$ cat config.mk
export PLATFORM = sky130hd
export DESIGN_NAME = age_tracker_victim
export DESIGN_NICKNAME = d
export VERILOG_FILES = /design/src/rtl/age_tracker_victim.sv
export SDC_FILE = /design/constraint.sdc
export NUM_CORES = 1
export LEC_CHECK = 0
export ABC_AREA = 1
export BUFFER_PORTS_ARGS = -buffer_cell sky130_fd_sc_hd__buf_4
export CELL_PAD_IN_SITES_DETAIL_PLACEMENT = 1
export CELL_PAD_IN_SITES_GLOBAL_PLACEMENT = 1
export CORE_MARGIN = 4
export CORE_UTILIZATION = 35
export CTS_BUF_LIST = sky130_fd_sc_hd__clkbuf_16
export CTS_CLUSTER_DIAMETER = 150
export DETAILED_ROUTE_END_ITERATION = 7
export HOLD_SLACK_MARGIN = 0.05
export PLACE_DENSITY = 0.77
export SYNTH_ARGS = -nofsm -noshare
export SYNTH_HDL_FRONTEND = slang
export SYNTH_SLANG_ARGS = --single-unit
$ cat constraint.sdc
create_clock -name clk -period 60.2 [get_ports clk]
set_input_delay 6.02 -clock clk [delete_from_list [all_inputs] [get_ports clk]]
set_output_delay 6.02 -clock clk [all_outputs]
set_load 0.03 [all_outputs]
$ cat src/rtl/age_tracker_victim.sv
// Per-line validity, saturating age and granularity sub-counter for one cache set,
// with a registered replacement victim (first invalid line, else oldest line).
module age_tracker_victim #(
    parameter int LINES = 32,
    parameter int IW    = $clog2(LINES),
    parameter int K     = 3,
    parameter int J     = 4
) (
    input  logic               clk,
    input  logic               rst_n,
    input  logic [J-1:0]       gran,
    input  logic               acc_valid,
    input  logic               acc_hit,
    input  logic [IW-1:0]      acc_idx,
    input  logic               fill_valid,
    input  logic [IW-1:0]      fill_idx,
    input  logic               inv_valid,
    input  logic [IW-1:0]      inv_idx,
    output logic [LINES*K-1:0] age_flat,
    output logic [LINES-1:0]   valid_vec,
    output logic [IW-1:0]      victim_idx,
    output logic               victim_inv
);

    logic [LINES*J-1:0] sub_q;
    logic [LINES*K-1:0] age_d;
    logic [LINES*J-1:0] sub_d;
    logic [LINES-1:0]   valid_d;
    logic [IW-1:0]      victim_d;
    logic               victim_inv_d;

    logic [K:0]         age_inc;
    logic [K-1:0]       best_age;

    // Per-line next state; priority on one index is fill > invalidate > hit > aging.
    always_comb begin
        age_d   = age_flat;
        sub_d   = sub_q;
        valid_d = valid_vec;
        age_inc = '0;
        for (int unsigned i = 0; i < LINES; i++) begin
            age_inc = {1'b0, age_flat[i*K +: K]} + 1'b1;
            if (fill_valid && (fill_idx == IW'(i))) begin
                age_d[i*K +: K] = '0;
                sub_d[i*J +: J] = '0;
                valid_d[i]      = 1'b1;
            end else if (inv_valid && (inv_idx == IW'(i))) begin
                age_d[i*K +: K] = '1;
                valid_d[i]      = 1'b0;
            end else if (acc_valid && acc_hit && (acc_idx == IW'(i))) begin
                age_d[i*K +: K] = '0;
                sub_d[i*J +: J] = '0;
            end else if (acc_valid) begin
                if (sub_q[i*J +: J] >= gran) begin
                    sub_d[i*J +: J] = '0;
                    age_d[i*K +: K] = age_inc[K] ? '1 : age_inc[K-1:0];
                end else begin
                    sub_d[i*J +: J] = sub_q[i*J +: J] + 1'b1;
                end
            end
        end
    end

    // Victim from next-state values: lowest invalid line, else oldest with ties to lowest index.
    always_comb begin
        victim_d     = '0;
        victim_inv_d = 1'b0;
        best_age     = age_d[K-1:0];
        for (int unsigned i = 0; i < LINES; i++) begin
            if (!victim_inv_d && !valid_d[i]) begin
                victim_inv_d = 1'b1;
                victim_d     = IW'(i);
            end
        end
        if (!victim_inv_d) begin
            for (int unsigned i = 1; i < LINES; i++) begin
                if (age_d[i*K +: K] > best_age) begin
                    best_age = age_d[i*K +: K];
                    victim_d = IW'(i);
                end
            end
        end
    end

    always_ff @(posedge clk or negedge rst_n) begin
        if (!rst_n) begin
            age_flat   <= '0;
            sub_q      <= '0;
            valid_vec  <= '0;
            victim_idx <= '0;
            victim_inv <= 1'b1;
        end else begin
            age_flat   <= age_d;
            sub_q      <= sub_d;
            valid_vec  <= valid_d;
            victim_idx <= victim_d;
            victim_inv <= victim_inv_d;
        end
    end

endmodule

# Word-level counts from Yosys, hierarchy flattened

Cells that the tools add are included.

Bits in registers: 262
Input port bits: 25

Add/subtract/negate cells: 64
Magnitude comparators: 63
Equality and inequality tests: 125
Multiplexer cells: 571
Reduce and logical (&&, ||, !) cells: 256

Operators by type and width:

| kind                                          | count |
|---|---|
| 2-to-1 mux 3 bit                              | 252 |
| 2-to-1 mux 4 bit                              | 160 |
| 2-to-1 mux 5 bit                              | 62 |
| == test 5 bit, second input constant          | 48 |
| adder 3 x 1 -> 4 bit, second input constant   | 32 |
| adder 4 x 1 -> 4 bit, second input constant   | 32 |
| >= comparator 4 bit                           | 32 |
| logical AND 1 bit                             | 128 |
| == test 5 x 4 -> 1 bit, second input constant | 24 |
| 2-to-1 mux 1 bit                              | 97 |
| nonzero test 3 bit                            | 32 |
| greater-than comparator 3 bit                 | 31 |
| inequality test 2 bit, second input constant  | 32 |
| AND reduction 2 bit                           | 32 |
| logical NOT 1 bit                             | 61 |
| == test 5 x 3 -> 1 bit, second input constant | 12 |
| == test 5 x 2 -> 1 bit, second input constant | 6 |
| == test 5 x 1 -> 1 bit, second input constant | 3 |
| logical NOT 5 bit                             | 3 |

# Logic depth before layout (Yosys ltp)

Gate-level depths: netlist of the first run.

Word-level depth: 188
Gate-level depth with buffers: 295
Mapped depth without buffers: 295

# Worst setup path before layout of the first run

No wires, ideal clock.

Kind: in2reg
Start: input port gran[1]
End: register victim_idx[4]
Library setup time: 0.144 ns
Arrival: 38.458 ns
Setup slack: 21.598 ns
Stages on the path: 258
Buffers on the path: 0
Cells stage by stage: inv_1 ha_1 a21oi_1 o21ai_1 nand2_1 inv_1 nand2_1 nand2_1 nand3_1 nand2_1 a21oi_1 ha_1 a21oi_1 nand2_2 nand2_2 nand2_1 nand2_1 inv_1 [... 222 more ...] and2_1 ha_1 nand2_1 o21ai_0 inv_1 a31oi_1 inv_1 or2_2 nand2_1 ha_1 nand2_1 nor2_1 nor2_1 a32oi_1 nor2_1 nand2_1 nor4_1 a21boi_0

Longest elaborated chain between the ends: 99
Elaborated cells on any way between the ends: 315

Ends and longest elaborated chain:

| item                          | RTL line | text |
|---|---|---|
| start: declaration            | 11       | `input logic [J-1:0] gran,` |
| >= comparator 4 bit (*)       | 54       | `if (sub_q[i*J +: J] >= gran) begin` |
| 2-to-1 mux 3 bit (*)          | 54       |  |
| 2-to-1 mux 3 bit (*)          | 53       | `end else if (acc_valid) begin` |
| 2-to-1 mux 3 bit (*)          | 50       | `end else if (acc_valid && acc_hit && (acc_idx == IW'(i))) begin` |
| 2-to-1 mux 3 bit (*)          | 47       | `end else if (inv_valid && (inv_idx == IW'(i))) begin` |
| 2-to-1 mux 3 bit (*)          | 43       | `if (fill_valid && (fill_idx == IW'(i))) begin` |
| named net age_d[5]            | 26       | `logic [LINES*K-1:0] age_d;` |
| greater-than comparator 3 bit | 77       | `if (age_d[i*K +: K] > best_age) begin` |
| [... 85 more ...]             | n/a      |  |
| 2-to-1 mux 3 bit              | 75       | `if (!victim_inv_d) begin` |
| greater-than comparator 3 bit | 77       |  |
| 2-to-1 mux 3 bit              | 77       |  |
| 2-to-1 mux 3 bit              | 75       |  |
| greater-than comparator 3 bit | 77       |  |
| 2-to-1 mux 5 bit (*)          | 77       |  |
| 2-to-1 mux 5 bit (*)          | 75       |  |
| named net victim_d[4]         | 29       | `logic [IW-1:0] victim_d;` |
| end signal: assignment        | 96       | `victim_idx <= victim_d;` |
| end: declaration              | 21       | `output logic [IW-1:0] victim_idx,` |

Mark *: on every way through the listed nets, which the timed path passes. The rest lies on a longest branch. The select of a mux whose other input is x is not followed.
A chain may end at the register's enable or synchronous reset.

# Final worst setup path of the first run

Start: input port gran[3]
End: register victim_idx[4]

The elaborated chain is that of the path after synthesis.

==> results.py, run 1 <==
metrics = {
    "sta": {
        "setup_slack_ns": 16.91,
        "max_freq_mhz": 23.1,
        "rsz0062_at_grt": "false",
        "min_period_ns": 43.29,
        "finalHoldViolCount": 0,
        "finalCritPeriodShare": 0.719,
        "slew_violations": 0,
        "setup_viol": 0,
        "fin_worst_skew_ns": 0.0145,
        "fin_setup_tns_ns": 0,
        "slew-limit-headroom": 0.361,
        "tightest_slew_ns": 0.958,
    },
    "global_routing": {
        "first_global_vias": 21733,
        "grt_max_degree": 90,
        "antenna_found_initial": 0,
        "track_usage": 0.225,
        "grt_pass1_wl_um": 119000,
        "grt_overflow": 0,
    },
    "clock_network": {
        "post-cts-setup-buffers": 0,
        "cts-resized-gates": 0,
        "cts-root-buf": "clkbuf_16",
        "h-tree-depth": 2,
        "cts.sinks": 262,
        "cts_buffers": 35,
        "worst_skew_pair.late_latency_ns": 0.55,
        "cts.hold.buffers_added": 0,
        "clk_pin_slew_ns": 0.06,
        "cts_buffer_depth": 3,
        "cts_tree": "done",
    },
    "setup_path": {
        "crit_path_max_incr_delay_ns": 0.51,
        "regToRegStartpoint": "sub_q[4]",
        "crit_path_frequent_cell": "inv_1",
        "crit_slowest_cell": "buf_4",
        "cp.arrival_ns": 43.69,
        "cp_max_fo": 32,
        "critical_path_class": "in -> reg",
        "reg2regPathDepth": 263,
        "r2r_slack_ns": 22.52,
        "rr_endpoint": "victim_idx[4]",
        "cp.required_ns": 60.60,
        "critPathCaptureType": "flop",
        "start_kind": "primary input",
    },
    "worst_hold_path": {
        "hold_path_end": "sub_q[12]",
        "min_from": "sub_q[12]",
        "min_path_cells": 1,
        "holdCritPathClass": "reg -> reg",
    },
    "layout": {
        "area_delta_synth_final_pct": 15.4,
        "drive_gt1_frac": 0.0976,
        "fin_nets": 3492,
        "multi_input_area_mm2": 0.0130,
        "diodes": 0,
        "n_fill_cell": 7649,
        "final-seq-area_mm2": 0.00656,
    },
    "logic_synthesis": {
        "netlist-cell-type-count": 55,
        "synth_cells": 2990,
        "synth_edf_count": 0,
        "synthTopCellsByArea": "dfrtp_1, ha_1, nand2_1, inv_1, nand3_1",
        "synth_area_leader_cell": "dfrtp_1",
        "synthTopCellsByCount": "nand2_1, inv_1, nor2_1",
        "yosysTopAreaCellShare": 0.303,
        "synth-warning-count": 0,
        "synth_seq_cells": 262,
        "synth_flop_cell": "dfrtp_1",
        "avgSynthCellArea_um2": 7.20,
        "syn_nets": 3299,
        "synth.most_common_cell": "nand2_1",
        "netlist_area_mm2": 0.0215,
        "async_flop_share": 1.00,
        "yosysSeqAreaShare": 0.305,
    },
    "placement": {
        "place_hpwl_um": 60200,
        "gp_congestion": 0.928,
        "io_buffers": 158,
        "pre_cts_slack_ns": 16.59,
    },
    "drt": {
        "drt_iter0_drc": 1152,
        "ant_nets": 0,
        "routedWlPerCell_um": 18.8,
        "dr.pass1.iters": 5,
        "via_count": 21040,
        "vias_per_cell": 5.27,
        "wirelength_um": 75100,
        "route.detailed.drc": 0,
    },
    "floorplanning": {
        "io_pins": 159,
        "start_util": 0.355,
        "fp.dieArea_mm2": 0.0655,
        "floorplan.die.height_um": 256,
        "rows": 90,
        "coreArea_mm2": 0.0606,
        "die_w_um": 256,
    },
    "status": {
        "outcome": "complete, no violations",
    },
    "run": {
        "maxCapViolCount": 0,
    },
}
## flip-flops by register name (all words and copies together) (netlist names)
name        cells
sub_q         128
age_flat       96
valid_vec      32
victim_idx      5
victim_inv      1
## placed cells by master (no fill, tap or decap), drive strengths merged, types with 2 or more instances in the layout
cell | netlist | routed
a21boi | 3 | 3
a21oi | 180 | 180
a221oi | 3 | 3
a22o | 4 | 4
a31oi | 65 | 65
a32o | 5 | 5
and2 | 28 | 28
and3 | 3 | 3
buf | 3 | 170
bufinv | 0 | 3
clkbuf | 11 | 37
clkinv | 0 | 12
dfrtp | 261 | 261
ha | 284 | 284
inv | 506 | 514
nand2 | 660 | 660
nand3 | 249 | 249
nand3b | 17 | 17
nand4 | 61 | 61
nor2 | 311 | 311
nor3 | 34 | 34
o2111ai | 4 | 4
o211ai | 48 | 48
o21a | 3 | 3
o21ai | 125 | 125
o21bai | 2 | 2
o221ai | 5 | 5
o22ai | 7 | 7
o311ai | 2 | 2
o31ai | 11 | 11
o32ai | 2 | 2
or2 | 25 | 25
xnor2 | 8 | 8
xor2 | 49 | 49
## metrics by stage
step | cells | utilization | hold slack, ns | cell area [um^2]
after global placement | 3928 | 0.392 | 0.511 | 23700
after floorplan | 2990 | - | 0.486 | 21500
after CTS | 3989 | 0.410 | 0.535 | 24800
after global routing | 3989 | 0.410 | 0.564 | 24800
after detailed placement | 3928 | 0.392 | 0.521 | 23700
final | 3989 | 0.410 | 0.534 | 24800
## final cells by class
class | instances | share of cell area
well taps | 782 | 0.0394
repair buffers | 170 | 0.0517
multi-input cells | 2208 | 0.524
clock inverters | 24 | 0.00725
flip-flops and latches | 262 | 0.264
clock buffers | 37 | 0.0373
inverters | 506 | 0.0765
## per-layer routing
metal / routed length [um] / track usage
met1: 34100 / 0.299
met2: 35400 / 0.383
met3: 3400 / 0.0265
met4: 2270 / 0.0693
met5: 0 / 0
## critical path: cells and delay by family
kind                     cells  cell delay (ns)
adder cells (fa/ha/maj)     32             8.62
AND/OR/NAND/NOR            102            12.13
buffers and inverters       66             6.68
AO/OA/AOI/OAI               63            10.16
## worst max-delay path by stage
stage / start / end / cells past startpoint
final: gran[3] / victim_idx[4] / 263
after global routing: gran[3] / victim_idx[4] / 265
after CTS: gran[3] / victim_idx[4] / 264
after detailed placement: gran[3] / victim_idx[4] / 262
after global placement: gran[3] / victim_idx[4] / 259
after floorplan: gran[1] / victim_idx[4] / 258
## cells by family (layout without fill, tap and decap cells)
kind of cell             Yosys count  in the layout  synth area share
buffers and inverters            520            737            0.0907
adder cells (fa/ha/maj)          284            284             0.165
flip-flops                       262            262             0.305
AND/OR/NAND/NOR                 1390           1390             0.287
AO/OA/AOI/OAI                    477            477             0.129
XOR/XNOR                          57             57            0.0232
Power of run 1 is left out: the tool's default activity adds up to more than one toggle a clock period on the data nets, which glitch-free logic cannot reach.
==> run 2, diff against run 1 <==
Settings changed: ABC_AREA 1 to 0.
Clock period 60.2 ns to 39.3 ns, I/O delays scaled along.
==> run 2 against run 1 <==
Effect of this change:
- the flow now finishes with violations (setup timing)
- final cell count is 9.5% higher
- global-route usage is 6.7 points higher
- sequential cell count stayed put
- non-clock buffer count is 511 higher
- synthesized cell count is 5.8% lower
- hold slack worse by 0.012 ns
- highest routed layer is now met5
==> results.py, run 2 <==
metrics = {
    "status": {
        "outcome": "finished with violations",
        "violations": "setup timing",
    },
    "setup_path": {
        "crit_slowest_cell": "or4_4",
        "reg2regPathDepth": 240,
        "cp-startpoint": "gran[1]",
        "crit_path_end": "victim_idx[1]",
        "r2r_slack_ns": -0.25,
        "critical_path_class": "in -> reg",
        "critPathCaptureType": "flop",
        "cp_max_fo": 6,
        "crit_path_frequent_cell": "nor2b_4",
        "start_kind": "primary input",
        "cp.arrival_ns": 43.09,
        "regToRegStartpoint": "sub_q[0]",
        "crit_path_max_incr_delay_ns": 0.43,
        "rr_endpoint": "victim_idx[1]",
        "cp.required_ns": 39.74,
    },
    "logic_synthesis": {
        "async_flop_share": 1.00,
        "synth.most_common_cell": "nand2_1",
        "synth_seq_cells": 262,
        "synth-warning-count": 0,
        "synth_flop_cell": "dfrtp_1",
        "yosysTopAreaCellShare": 0.282,
        "synth_area_leader_cell": "dfrtp_1",
        "synthTopCellsByCount": "nand2_1, ha_1, dfrtp_1",
        "netlist_area_mm2": 0.0231,
        "synth_cells": 2818,
        "avgSynthCellArea_um2": 8.21,
        "syn_nets": 3127,
        "synth_edf_count": 0,
        "yosysSeqAreaShare": 0.283,
        "synthTopCellsByArea": "dfrtp_1, ha_1, nand2_1, o21ai_0, a21oi_1",
        "netlist-cell-type-count": 117,
    },
    "sta": {
        "tightest_slew_ns": 1.05,
        "setup_viol": 5,
        "finalCritPeriodShare": 1.09,
        "slew_violations": 0,
        "slew-limit-headroom": 0.295,
        "finalHoldViolCount": 0,
        "min_period_ns": 42.65,
        "rsz0062_at_grt": "true",
        "fin_worst_skew_ns": 0.0203,
        "max_freq_mhz": 23.4,
        "setup_slack_ns": -3.35,
    },
    "placement": {
        "gp_congestion": 0.972,
        "place_hpwl_um": 80100,
        "io_buffers": 158,
    },
    "drt": {
        "route.detailed.drc": 0,
        "ant_nets": 0,
        "vias_per_cell": 6.07,
        "via_count": 26533,
        "routedWlPerCell_um": 25.5,
        "dr.pass1.iters": 5,
        "wirelength_um": 111000,
        "drt_iter0_drc": 2120,
    },
    "worst_hold_path": {
        "holdCritPathClass": "reg -> reg",
    },
    "floorplanning": {
        "coreArea_mm2": 0.0649,
        "io_pins": 159,
        "floorplan.die.height_um": 265,
        "start_util": 0.356,
        "fp.dieArea_mm2": 0.0703,
        "rows": 93,
        "die_w_um": 265,
    },
    "clock_network": {
        "cts-root-buf": "clkbuf_16",
        "cts_tree": "done",
        "cts.hold.buffers_added": 0,
        "clk_pin_slew_ns": 0.06,
        "worst_skew_pair.late_latency_ns": 0.56,
        "cts.sinks": 262,
        "cts_buffer_depth": 3,
        "h-tree-depth": 2,
        "cts_buffers": 37,
    },
    "global_routing": {
        "antenna_found_initial": 1,
        "track_usage": 0.292,
        "grt_max_degree": 86,
        "first_global_vias": 27775,
        "grt_overflow": 0,
        "grt_pass1_wl_um": 163000,
    },
    "layout": {
        "largest_register_ff_count": 128,
        "reg_top3": "sub_q (128), age_flat (96), valid_vec (32)",
        "regMostFlops": "sub_q",
        "drive_gt1_frac": 0.326,
        "diodes": 0,
        "fin_nets": 3795,
        "fin_util": 0.497,
        "area_delta_synth_final_pct": 39.6,
        "n_fill_cell": 7686,
        "layout_common_cells": "buf_4, nand2_1, dfrtp_1",
        "final_common_cell": "buf_4",
    },
    "run": {
        "maxCapViolCount": 0,
    },
}
-- run 2: cell count changes after synthesis, sizes merged, moves of 57 or more --
| cell | previous run | this run |
|---|---|---|
| nor2b | 0 | 57 |
| nor2 | 311 | 237 |
| nand3 | 249 | 119 |
| a21o | 1 | 74 |
| nand2 | 660 | 363 |
| inv | 506 | 154 |
| nand2b | 0 | 80 |
| o21ai | 125 | 220 |
-- run 2: worst max-delay path, delay by kind of cell --
| kind | cells | cell delay [ns] |
|---|---|---|
| fa+ha+maj | 32 | 8.16 |
| compound gates | 95 | 15.17 |
| simple gates | 82 | 11.31 |
| buf+inv | 26 | 2.73 |
| mux | 6 | 1.78 |
-- run 2: logic make-up (layout without fill, tap and decap cells) --
family                   count (synthesis)  count (layout)  synth area share
adder cells (fa/ha/maj)                284             284             0.154
multiplexers                            46              46            0.0215
flip-flops                             262             262             0.283
AO/OA/AOI/OAI                          876             876             0.257
buffers and inverters                  206             902            0.0370
AND/OR/NAND/NOR                       1144            1144             0.248
-- run 2: metrics by stage --
step | std cells | area [um^2] | hold slack [ns] | setup WS, ns | setup TNS [ns]
floorplan | 2818 | 23900 | 0.476 | -1.41 | -5.61
global placement | 4145 | 28600 | 0.494 | -2.18 | -10.05
detailed placement | 4145 | 28600 | 0.519 | -4.14 | -19.95
CTS | 4314 | 31200 | 0.526 | -1.75 | -8.27
global route | 4369 | 32300 | 0.541 | -4.78 | -23.20
finish | 4369 | 32300 | 0.521 | -3.35 | -15.92
-- run 2: what timing repair did --
item / CTS / global route
gates cloned: 0 / 0
setup endpoints to repair: 5 / 5
pin swaps: 150 / 154
buffers inserted: 102 / 56
gates resized for setup: 129 / 133
-- run 2: area by class of cell --
| class | count | area (um^2) | share of cell area |
|---|---|---|---|
| clock buffer | 39 | 976 | 0.0302 |
| clock inverter | 28 | 248 | 0.00767 |
| inverter | 154 | 589 | 0.0182 |
| multi-input combinational | 2350 | 17600 | 0.546 |
| sequential | 262 | 6560 | 0.203 |
| tap | 855 | 1070 | 0.0331 |
| timing repair buffer | 681 | 5230 | 0.162 |
-- run 2: how the worst min path moves through the flow --
stage,cells after the start,startpoint,slack [ns],end
floorplan,1,sub_q[46],0.48,sub_q[46]
global placement,1,sub_q[126],0.49,sub_q[126]
detailed placement,1,sub_q[106],0.52,sub_q[106]
CTS,1,sub_q[122],0.53,sub_q[122]
global route,1,sub_q[78],0.54,sub_q[78]
finish,1,sub_q[82],0.52,sub_q[82]
-- run 2: metal layers --
metal,track usage,share of wire,vias up
met3,0.0413,0.060,388
li1,-,-,11799
met1,0.358,0.40,13306
met5,0,0.00011,-
met2,0.502,0.48,1038
met4,0.150,0.065,2
Power of run 2 is left out for the same reason.
